==> config.mk <==
export PLATFORM = sky130hd
export DESIGN_NAME = i2c_arbiter_flat
export DESIGN_NICKNAME = d
export VERILOG_FILES = /design/src/rtl/i2c_arbiter_if.sv /design/src/rtl/i2c_arbiter.sv /design/src/flat_wrapper.sv
export SDC_FILE = /design/constraint.sdc
export NUM_CORES = 1
export LEC_CHECK = 0
export ABC_AREA = 1
export CAP_MARGIN = 25
export CORE_UTILIZATION = 50
export CTS_CLUSTER_DIAMETER = 100
export DETAILED_ROUTE_END_ITERATION = 12
export GPL_TIMING_DRIVEN = 1
export PLACE_DENSITY = 0.93
export SYNTH_ARGS = -nofsm -noshare
export SYNTH_HDL_FRONTEND = slang
export SYNTH_SLANG_ARGS = --single-unit
export TNS_END_PERCENT = 100
==> constraint.sdc <==
create_clock -name clk -period 3.5 [get_ports clk]
set_clock_uncertainty 0.1 [all_clocks]
set_input_delay 0.7 -clock clk [delete_from_list [all_inputs] [get_ports clk]]
set_output_delay 0.7 -clock clk [all_outputs]
set_load 0.01 [all_outputs]
==> src/rtl/i2c_arbiter_if.sv <==
`default_nettype none
// ============================================================================
// Module   : i2c_arbiter_if
// Purpose  : Bundles the requester command/response handshake and the
//            i2c_master control/status signals that the arbiter sits between.
// Ports    : req_*        per-requester command handshake (packed per requester)
//            rsp_*        one-hot completion pulse with shared data/status
//            m_*          connection to the shared i2c_master instance
// Modports : slave  - the arbiter itself
//            master - the system side (requesters and the i2c_master)
// Revision : 1.0 - initial release
// ============================================================================
interface i2c_arbiter_if #(
  parameter int N_REQ = 4
);
  logic [N_REQ-1:0]   req_valid;
  logic [N_REQ-1:0]   req_ready;
  logic [7*N_REQ-1:0] req_addr;
  logic [N_REQ-1:0]   req_rw;
  logic [8*N_REQ-1:0] req_wdata;
  logic [N_REQ-1:0]   rsp_valid;
  logic [7:0]         rsp_data;
  logic [1:0]         rsp_status;
  logic               m_start;
  logic [6:0]         m_addr;
  logic               m_rw;
  logic [7:0]         m_data_w;
  logic               m_busy;
  logic               m_valid_out;
  logic [7:0]         m_data_out;
  logic               m_erro_addr;

  modport slave (
    input  req_valid, req_addr, req_rw, req_wdata,
    input  m_busy, m_valid_out, m_data_out, m_erro_addr,
    output req_ready, rsp_valid, rsp_data, rsp_status,
    output m_start, m_addr, m_rw, m_data_w
  );

  modport master (
    output req_valid, req_addr, req_rw, req_wdata,
    output m_busy, m_valid_out, m_data_out, m_erro_addr,
    input  req_ready, rsp_valid, rsp_data, rsp_status,
    input  m_start, m_addr, m_rw, m_data_w
  );
endinterface
`default_nettype wire

==> src/rtl/i2c_arbiter.sv <==
`default_nettype none
// ============================================================================
// Module   : i2c_arbiter
// Purpose  : Round-robin arbiter and sequencer sharing one i2c_master among
//            N_REQ requesters. Accepts one command at a time, drives the
//            master, tracks it to completion and returns a one-cycle
//            response with status to the issuing requester.
// Ports    : clk  - clock
//            rst  - asynchronous active-high reset
//            bus  - i2c_arbiter_if.slave (requester handshake + master link)
// Status   : 00 OK, 01 NACK, 10 start timeout, 11 transfer timeout
// Revision : 1.0 - initial release
// ============================================================================
module i2c_arbiter #(
  parameter int N_REQ         = 4,
  parameter int START_TIMEOUT = 16,
  parameter int XFER_TIMEOUT  = 65535
) (
  input  logic         clk,
  input  logic         rst,
  i2c_arbiter_if.slave bus
);

  localparam int CNT_MAX = (START_TIMEOUT > XFER_TIMEOUT) ? START_TIMEOUT : XFER_TIMEOUT;
  localparam int CW      = $clog2(CNT_MAX + 1);
  localparam int GW      = (N_REQ > 1) ? $clog2(N_REQ) : 1;

  localparam logic [CW-1:0]    CNT_SAT    = CW'(CNT_MAX);
  localparam logic [CW-1:0]    START_LAST = CW'(START_TIMEOUT - 1);
  localparam logic [CW-1:0]    XFER_LAST  = CW'(XFER_TIMEOUT - 1);
  localparam logic [GW-1:0]    GRANT_RST  = GW'(N_REQ - 1);
  localparam logic [N_REQ-1:0] ONE_HOT0   = {{(N_REQ-1){1'b0}}, 1'b1};

  localparam logic [1:0] ST_OK       = 2'b00;
  localparam logic [1:0] ST_NACK     = 2'b01;
  localparam logic [1:0] ST_START_TO = 2'b10;
  localparam logic [1:0] ST_XFER_TO  = 2'b11;

  typedef enum logic [2:0] {
    S_IDLE  = 3'd0,
    S_ISSUE = 3'd1,
    S_RUN   = 3'd2,
    S_RESP  = 3'd3,
    S_DRAIN = 3'd4
  } state_t;

  state_t           r_state;
  logic [GW-1:0]    r_last_grant;
  logic [CW-1:0]    r_cnt;
  logic [6:0]       r_addr;
  logic             r_rw;
  logic [7:0]       r_wdata;
  logic [7:0]       r_rbuf;
  logic             r_nack;
  logic             r_drain;
  logic [N_REQ-1:0] r_rsp_valid;
  logic [7:0]       r_rsp_data;
  logic [1:0]       r_rsp_status;

  logic [GW-1:0]    w_winner;
  logic [GW-1:0]    w_idx;
  logic             w_found;
  logic             w_grant;
  logic [CW-1:0]    w_cnt_inc;
  logic [7:0]       w_rbuf_next;
  logic             w_nack_next;

  // Rotating priority: scan from the requester after the last winner.
  always_comb begin
    w_winner = r_last_grant;
    w_found  = 1'b0;
    w_idx    = '0;
    for (int k = 1; k <= N_REQ; k++) begin
      w_idx = GW'((int'(r_last_grant) + k) % N_REQ);
      if (!w_found && bus.req_valid[w_idx]) begin
        w_winner = w_idx;
        w_found  = 1'b1;
      end
    end
  end

  // rst gates the grant so req_ready is zero while reset is held.
  assign w_grant       = !rst && (r_state == S_IDLE) && !bus.m_busy && w_found;
  assign bus.req_ready = w_grant ? (ONE_HOT0 << w_winner) : '0;

  // Saturating counter shared by the start and transfer timeouts.
  assign w_cnt_inc = (r_cnt == CNT_SAT) ? r_cnt : r_cnt + CW'(1);

  // Data/nack arriving together with busy falling must still count.
  assign w_rbuf_next = bus.m_valid_out ? bus.m_data_out : r_rbuf;
  assign w_nack_next = r_nack | bus.m_erro_addr;

  // Start must drop in the very cycle busy is seen, hence combinational.
  assign bus.m_start    = (r_state == S_ISSUE) && !bus.m_busy;
  assign bus.m_addr     = r_addr;
  assign bus.m_rw       = r_rw;
  assign bus.m_data_w   = r_wdata;
  assign bus.rsp_valid  = r_rsp_valid;
  assign bus.rsp_data   = r_rsp_data;
  assign bus.rsp_status = r_rsp_status;

  always_ff @(posedge clk or posedge rst) begin
    if (rst) begin
      r_state      <= S_IDLE;
      r_last_grant <= GRANT_RST;
      r_cnt        <= '0;
      r_addr       <= '0;
      r_rw         <= 1'b0;
      r_wdata      <= '0;
      r_rbuf       <= '0;
      r_nack       <= 1'b0;
      r_drain      <= 1'b0;
      r_rsp_valid  <= '0;
      r_rsp_data   <= '0;
      r_rsp_status <= '0;
    end else begin
      r_rsp_valid <= '0;
      case (r_state)
        S_IDLE: begin
          if (w_grant) begin
            r_addr       <= bus.req_addr[int'(w_winner)*7 +: 7];
            r_rw         <= bus.req_rw[w_winner];
            r_wdata      <= bus.req_wdata[int'(w_winner)*8 +: 8];
            r_last_grant <= w_winner;
            r_cnt        <= '0;
            r_drain      <= 1'b0;
            r_state      <= S_ISSUE;
          end
        end
        S_ISSUE: begin
          if (bus.m_busy) begin
            r_cnt   <= '0;
            r_nack  <= 1'b0;
            r_rbuf  <= '0;
            r_state <= S_RUN;
          end else if (r_cnt == START_LAST) begin
            r_rsp_status <= ST_START_TO;
            r_rsp_data   <= '0;
            r_rsp_valid  <= ONE_HOT0 << r_last_grant;
            r_state      <= S_RESP;
          end else begin
            r_cnt <= w_cnt_inc;
          end
        end
        S_RUN: begin
          r_rbuf <= w_rbuf_next;
          r_nack <= w_nack_next;
          if (!bus.m_busy) begin
            r_rsp_status <= w_nack_next ? ST_NACK : ST_OK;
            r_rsp_data   <= (!w_nack_next && r_rw) ? w_rbuf_next : 8'h00;
            r_rsp_valid  <= ONE_HOT0 << r_last_grant;
            r_state      <= S_RESP;
          end else if (r_cnt == XFER_LAST) begin
            // Master is still busy: respond now, then wait it out in DRAIN.
            r_rsp_status <= ST_XFER_TO;
            r_rsp_data   <= '0;
            r_rsp_valid  <= ONE_HOT0 << r_last_grant;
            r_drain      <= 1'b1;
            r_state      <= S_RESP;
          end else begin
            r_cnt <= w_cnt_inc;
          end
        end
        S_RESP: begin
          r_state <= r_drain ? S_DRAIN : S_IDLE;
        end
        S_DRAIN: begin
          if (!bus.m_busy) begin
            r_state <= S_IDLE;
          end
        end
        default: begin
          r_state <= S_IDLE;
        end
      endcase
    end
  end

endmodule
`default_nettype wire

==> src/flat_wrapper.sv <==
// flat-port wrapper written by rule: the top's interface ports become plain ports
module i2c_arbiter_flat 
#(
  parameter int N_REQ         = 4,
  parameter int START_TIMEOUT = 16,
  parameter int XFER_TIMEOUT  = 65535
)
  (clk, rst, bus_req_valid, bus_req_addr, bus_req_rw, bus_req_wdata, bus_m_busy, bus_m_valid_out, bus_m_data_out, bus_m_erro_addr, bus_req_ready, bus_rsp_valid, bus_rsp_data, bus_rsp_status, bus_m_start, bus_m_addr, bus_m_rw, bus_m_data_w);
  i2c_arbiter_if #(.N_REQ(N_REQ)) bus_i ();
  input  logic clk;
  input  logic rst;
  input wire logic [$bits(bus_i.req_valid)-1:0] bus_req_valid;
  input wire logic [$bits(bus_i.req_addr)-1:0] bus_req_addr;
  input wire logic [$bits(bus_i.req_rw)-1:0] bus_req_rw;
  input wire logic [$bits(bus_i.req_wdata)-1:0] bus_req_wdata;
  input wire logic [$bits(bus_i.m_busy)-1:0] bus_m_busy;
  input wire logic [$bits(bus_i.m_valid_out)-1:0] bus_m_valid_out;
  input wire logic [$bits(bus_i.m_data_out)-1:0] bus_m_data_out;
  input wire logic [$bits(bus_i.m_erro_addr)-1:0] bus_m_erro_addr;
  output wire logic [$bits(bus_i.req_ready)-1:0] bus_req_ready;
  output wire logic [$bits(bus_i.rsp_valid)-1:0] bus_rsp_valid;
  output wire logic [$bits(bus_i.rsp_data)-1:0] bus_rsp_data;
  output wire logic [$bits(bus_i.rsp_status)-1:0] bus_rsp_status;
  output wire logic [$bits(bus_i.m_start)-1:0] bus_m_start;
  output wire logic [$bits(bus_i.m_addr)-1:0] bus_m_addr;
  output wire logic [$bits(bus_i.m_rw)-1:0] bus_m_rw;
  output wire logic [$bits(bus_i.m_data_w)-1:0] bus_m_data_w;
  assign bus_i.req_valid = bus_req_valid;
  assign bus_i.req_addr = bus_req_addr;
  assign bus_i.req_rw = bus_req_rw;
  assign bus_i.req_wdata = bus_req_wdata;
  assign bus_i.m_busy = bus_m_busy;
  assign bus_i.m_valid_out = bus_m_valid_out;
  assign bus_i.m_data_out = bus_m_data_out;
  assign bus_i.m_erro_addr = bus_m_erro_addr;
  assign bus_req_ready = bus_i.req_ready;
  assign bus_rsp_valid = bus_i.rsp_valid;
  assign bus_rsp_data = bus_i.rsp_data;
  assign bus_rsp_status = bus_i.rsp_status;
  assign bus_m_start = bus_i.m_start;
  assign bus_m_addr = bus_i.m_addr;
  assign bus_m_rw = bus_i.m_rw;
  assign bus_m_data_w = bus_i.m_data_w;
  i2c_arbiter #(.N_REQ(N_REQ), .START_TIMEOUT(START_TIMEOUT), .XFER_TIMEOUT(XFER_TIMEOUT)) u_core (.clk(clk), .rst(rst), .bus(bus_i));
endmodule
Word-level counts from Yosys, hierarchy flattened
Cells that the tools add are included.
- flip-flop bits (word level): 61
- add/subtract/negate cells: 5
- multipliers: 1
- $lt $le $gt $ge: 5
- equality and inequality tests: 18
- shift operators: 4
- muxes and demuxes: 60
- bitwise gates (word level): 1
- reduce and logical (&&, ||, !) cells: 24
- operator list (operator ; count):
    16-bit two-way mux ; 6
    8-bit two-way mux ; 7
    16-bit case mux with 3 select lines ; 1
    16-bit == test, second input constant ; 2
    8-bit case mux with 2 select lines ; 2
    28-bit by 32-bit indexed part select with 7-bit output ; 1
    32-bit by 6-bit indexed part select with 8-bit output ; 1
    3-bit two-way mux ; 7
    4-bit two-way mux ; 5
    16-bit by 1-bit adder with 16-bit output, second input constant ; 1
    16-bit by 4-bit == test with 1-bit output, second input constant ; 1
    2-bit two-way mux ; 8
    2-bit by 3-bit less-than comparator with 1-bit output, second input constant ; 5
    3-bit case mux with 5 select lines ; 1
    1-bit two-way mux ; 14
    2-bit != test, second input constant ; 6
    4-bit AND reduction ; 3
    1-bit binary-select mux with 2-bit select ; 5
    1-bit logical AND ; 8
    4-bit case mux with 2 select lines ; 1
    1-bit by 2-bit << shifter with 4-bit output, first input constant ; 2
    3-bit by 2-bit == test with 1-bit output, second input constant ; 2
    1-bit zero test ; 6
    3-bit != test, second input constant ; 2
    other kinds (15) ; 21

Longest topological paths before layout
- depth in word-level cells: 16
- gate-level depth with buffers: 16
- depth with buffers taken out: 14

Worst setup path after synthesis
OpenSTA, ideal clock, no wires.
- path kind: flip-flop to output port
- start: reg u_core.r_last_grant[0]
- end: out bus_req_ready[3]
- arrival time: 2169 ps
- required time: 2700 ps
- setup slack: 531 ps
- cell stages (with the launch flop): 15
- path buffers: 2
- path through: dfstp_2 -> buf_6 -> inv_8 -> ha_1 -> inv_2 -> nand3_1 -> nand2_2 -> nor2_4 -> nand2_2 -> nand2_2 -> nand2_4 -> nor2_4 -> inv_2 -> buf_6 -> nor2_1
- word-level cells in the longest chain between the ends: 15
- elaborated cells on any way between the ends: 29
- classes of those cells: 4 x add/sub; 1 x shift; 17 x mux; 7 x reduce/logical
- ends and longest elaborated chain (item ; RTL line ; RTL):
    from (decl) ; i2c_arbiter.sv:48 ; logic [GW-1:0] r_last_grant;
    from (signal assigned) ; i2c_arbiter.sv:124 ; r_last_grant <= w_winner;
    2-bit by 1-bit adder with 2-bit output ; i2c_arbiter.sv:74 ; w_idx = GW'((int'(r_last_grant) + k) % N_REQ);
    1-bit binary-select mux with 2-bit select ; i2c_arbiter.sv:75 ; if (!w_found && bus.req_valid[w_idx]) begin
    1-bit two-way mux (not written as such) ; i2c_arbiter.sv:75 ;
    1-bit two-way mux ; i2c_arbiter.sv:75 ;
    1-bit zero test ; i2c_arbiter.sv:75 ;
    1-bit logical AND ; i2c_arbiter.sv:75 ;
    1-bit two-way mux ; i2c_arbiter.sv:75 ;
    1-bit zero test ; i2c_arbiter.sv:75 ;
    1-bit logical AND ; i2c_arbiter.sv:75 ;
    1-bit two-way mux ; i2c_arbiter.sv:75 ;
    1-bit zero test ; i2c_arbiter.sv:75 ;
    1-bit logical AND ; i2c_arbiter.sv:75 ;
    2-bit two-way mux / 1-bit two-way mux (equally long branches) ; i2c_arbiter.sv:75 ;
    1-bit by 2-bit << shifter with 4-bit output / 1-bit logical AND (equally long branches) ; i2c_arbiter.sv:84, i2c_arbiter.sv:83 ;
    4-bit two-way mux * ; i2c_arbiter.sv:84 ; assign bus.req_ready = w_grant ? (ONE_HOT0 << w_winner) : '0;
    to (decl) ; flat_wrapper.sv:20 ; output wire logic [$bits(bus_i.req_ready)-1:0] bus_req_ready;
Mark *: on every way between the ends. The rest lies on a longest branch, timed or not. The select of a mux whose other input is x is not followed.

Worst setup path after layout
Same ends and word-level chain as after synthesis.

==> run summary <==
### Outcome
• **result of the run** completed

### Logic synthesis
• **cell count after synthesis** 626
• **main combinational cell family by area after synthesis** simple AND/OR/NAND/NOR gates
• **multiplexer area fraction after synthesis** 0%
• **number of synthesized register bits** 61
• **Post-Syn Nets** 713
• **proportion of synthesized chip area in sequential cells** 34.9%
• **adder-cell share of the synthesized area** 1.71%
• **Post-Synthesis Mean Instance Area** 7.00 um2
• **Compound-Gate Fraction of Synth Area** 9.36%
• **xor/xnor share of the synthesized area** 1.80%
• **count of yosys warnings during synthesis** 0
• **number of unique standard cell types used by synthesis** 42
• **fraction of the mapped netlist area in simple logic gates** 43.9%
• **summed instance area of the synthesized netlist** 0.00438 mm2

### Finish
• **multi-input gate area in the final layout** 0.00250 mm2
• **final design area excluding fillers** 0.00584 mm2
• **Sequential Area** 0.00153 mm2
• **Cell Count, Final, Fillers Out** 858
• **synthesis-to-layout area growth** 33.2%
• **ratio of cells with drive above 1 in the final layout** 13.7%
• **count of filler cells inserted in the layout** 660
• **Diodes inserted** 0
• **count of nets after finishing** 835

### STA
• **Rel. slew slack** 64.5%
• **transition time at the pin with the least slew margin** 531 ps
• **number of endpoints failing setup at the final stage** 0
• **minimum clock period** 3270 ps
• **crit share post-route** 93.4%
• **upper clock frequency limit** 306 MHz
• **worst-case hold slack** 397 ps
• **final-report hold violation count** 0
• **unrepaired setup endpoints after global routing** no
• **Slew Viols, Final** 0
• **total negative setup slack** 0 ps

### Worst setup path
• **internal reg-to-reg setup slack** 1050 ps
• **library cell contributing the largest single delay on the critical path** sky130_fd_sc_hd__dfstp_2
• **start of the worst register-to-register path** u_core.r_state[1]
• **data arrival time of the worst path** 2470 ps
• **crit-path leading delay family** simple AND/OR/NAND/NOR gates
• **capturing element type of the critical path** primary output
• **worst path cell trace** inv_8, ha_4, inv_2, nand3_1, nand2_2, nor2_4, nand2_2, nand2_2, nand2_4, nor2_4, inv_2, nor2_1, dlygate4sd2_1
• **crit path launch type** flip-flop
• **critical path fanouts, max** 11
• **CP Buf/Inv Count** 4
• **CP Launch Point** u_core.r_last_grant[0]
• **depth of the most critical reg-to-reg path** 10
• **end of the worst register-to-register path** u_core.r_cnt[4]
• **endpoint required time on the critical path** 2700 ps
• **delay of the slowest critical-path stage** 590 ps
• **path type of the worst setup path** flip-flop to primary output
• **most prevalent standard cell on the critical path** sky130_fd_sc_hd__nand2_2

### Hold path
• **launch point of the worst hold path** u_core.bus.rsp_data[7]
• **Hold Path Stages** 2
• **class of the tightest hold or removal check** flip-flop to flip-flop
• **hold worst-path end** u_core.bus.rsp_data[7]

### Flow run
• **maximum capacitance violations** 0

### Clock network
• **Root Buffer Master** sky130_fd_sc_hd__clkbuf_8
• **clock-pin transition on the worst setup and hold timing paths** 70 ps
• **CTS H-tree lvls** 3
• **clock insertion delay at the later pin of the skew report** 350 ps
• **CTS tree** built
• **number of buffers created by CTS** 9
• **buffers inserted by post-CTS timing repair** 0
• **Clock Tree Buf Depth** 2
• **sink count of the clock tree** 61
• **cts hold-fix bufs** 0

### Floorplan
• **count of standard-cell rows** 33
• **top-level port count** 116
• **starting utilization of the core area** 52.6%
• **Die Outline Area** 0.00915 mm2
• **horizontal extent of the die** 95.6 um
• **die outline height** 95.6 um
• **core region area** 0.00834 mm2

### Routing
• **DR vias/cell** 5.34
• **overall routed net length** 12300 um
• **wire length per cell after detailed routing** 14.4 um
• **number of detailed-route iterations in the first pass** 5
• **number of routed nets with antenna violations** 0
• **DRC errors left** 0
• **Iter 0 DRT Violations** 385
• **via count** 4581

### Global route
• **total global-route track usage** 28.7%
• **global-route wire length before repair** 20300 um
• **number of antenna violations at the first check in global routing** 0
• **final global-route overflow total** 0
• **via count of the first global-routing pass** 4611
• **largest net degree at the start of global routing** 41

### Place
• **Cells after DPL** 842
• **detailed-placement wirelength estimate** 9350 um
• **total of buffers placed on input and output ports** 115
• **area after detailed placement** 0.00565 mm2
• **final weighted congestion in routability-driven placement** 0.890

### Pwr
• **Pwr Density** 831 mW/mm2
• **leakage power** 0.00286 uW
• **maximum vdd ir drop** 0.415 mV

placed cells by master (no fill, tap or decap), drive strengths merged:
master	netlist	final
clkbuf	5	10
nor2	97	97
o21bai	15	15
dfstp	2	2
dfrtp	59	59
clkinvlp	0	2
nand4	6	6
clkdlybuf4s50	0	111
a22o	1	1
and3	2	2
nand3b	1	1
inv	52	52
a21oi	15	15
xor2	7	7
ha	6	6
nand3	75	75
o21ai	24	24
nand2	220	220
nor3	9	9
xnor2	2	2
a31oi	1	1
or2	3	3
dlygate4sd2	0	3
dlymetal6s2s	0	1
buf	16	17
clkinv	0	4
o22ai	8	8
through the flow:
step	setup slack [ps]	total power, uW	util (%)
floorplan	531	3350	-
global placement	27.8	4120	67.8
detailed placement	-39.0	4260	67.8
CTS	55.0	4840	70.0
global route	94.3	5210	70.0
finish	232	4860	70.0
worst max path at each step:
stage,end,slack [ps],depth (start not counted)
6_report,bus_req_ready[3],230,13
5_1_grt,bus_req_ready[3],90,13
4_1_cts,bus_req_ready[1],60,12
3_5_place_dp,bus_req_ready[0],-40,12
3_3_place_gp,bus_req_ready[0],30,12
2_1_floorplan,bus_req_ready[3],530,14
state kept, by name (all words and copies together), names as in the netlist:
signal,flops
u_core.r_cnt,16
u_core.bus.m_data_w,8
u_core.bus.rsp_data,8
u_core.r_rbuf,8
u_core.bus.m_addr,7
u_core.bus.rsp_valid,4
u_core.r_state,3
u_core.bus.rsp_status,2
u_core.r_last_grant,2
u_core.bus.m_rw,1
u_core.r_drain,1
u_core.r_nack,1
cells in the mapped netlist (all sizes together):
| cell type | number | share of area (%) |
|---|---|---|
| dfrtp | 59 | 34 |
| xor2 | 7 | 1.4 |
| nand3b | 1 | 0.17 |
| nand4 | 6 | 1.0 |
| nand2 | 220 | 22 |
| o21bai | 15 | 2.6 |
| dfstp | 2 | 1.2 |
| xnor2 | 2 | 0.40 |
| a22o | 1 | 0.20 |
| a21oi | 15 | 1.8 |
| or2 | 3 | 0.43 |
| inv | 52 | 4.9 |
| and3 | 2 | 0.29 |
| buf | 16 | 3.1 |
| nand3 | 75 | 9.5 |
| nor2 | 97 | 8.9 |
| o21ai | 24 | 3.5 |
| a31oi | 1 | 0.14 |
| ha | 6 | 1.7 |
| o22ai | 8 | 1.1 |
| nor3 | 9 | 1.3 |
| clkbuf | 5 | 0.43 |
cells by family after synthesis:
kind of cell / Yosys count
flops: 61
fa+ha+maj: 6
buf+inv: 73
compound gates: 64
simple gates: 413
xor+xnor: 9
worst register-to-register path, delay by kind of cell (launching register included):
kind,cells,cell delay [ps]
AO/OA/AOI/OAI,2,210
buffers and inverters,3,830
flip-flops,1,400
AND/OR/NAND/NOR,5,840
report_power, final:
| part | internal (uW) | leakage (uW) | switching, uW |
|---|---|---|---|
| Combinational | 1220 | 0.00199 | 2000 |
| Sequential | 943 | 0.000783 | 139 |
| Clock | 273 | 0.0000880 | 286 |
| Total | 2430 | 0.00286 | 2420 |
area by class of cell:
cell class	instances	area share (%)
repair buffers	132	22.1
flip-flops and latches	61	26.2
clock buffers	10	2.36
well taps	105	2.25
inverters	52	3.64
clock inverters	6	0.664
multi-input cells	492	42.8
repair_timing:
action	in CTS	in global routing
hold endpoints to repair	0	0
resized for setup	5	1
endpoints found under the setup margin	4	1
metal layers:
metal	vias up	wire length, um	global-route usage [%]
met3	23	896	6.46
met5	-	0	0
met1	2094	4930	32.8
met2	216	6230	51.1
li1	2248	-	-
met4	0	273	12.6
No activity file was read; power rests on OpenSTA's default activity.
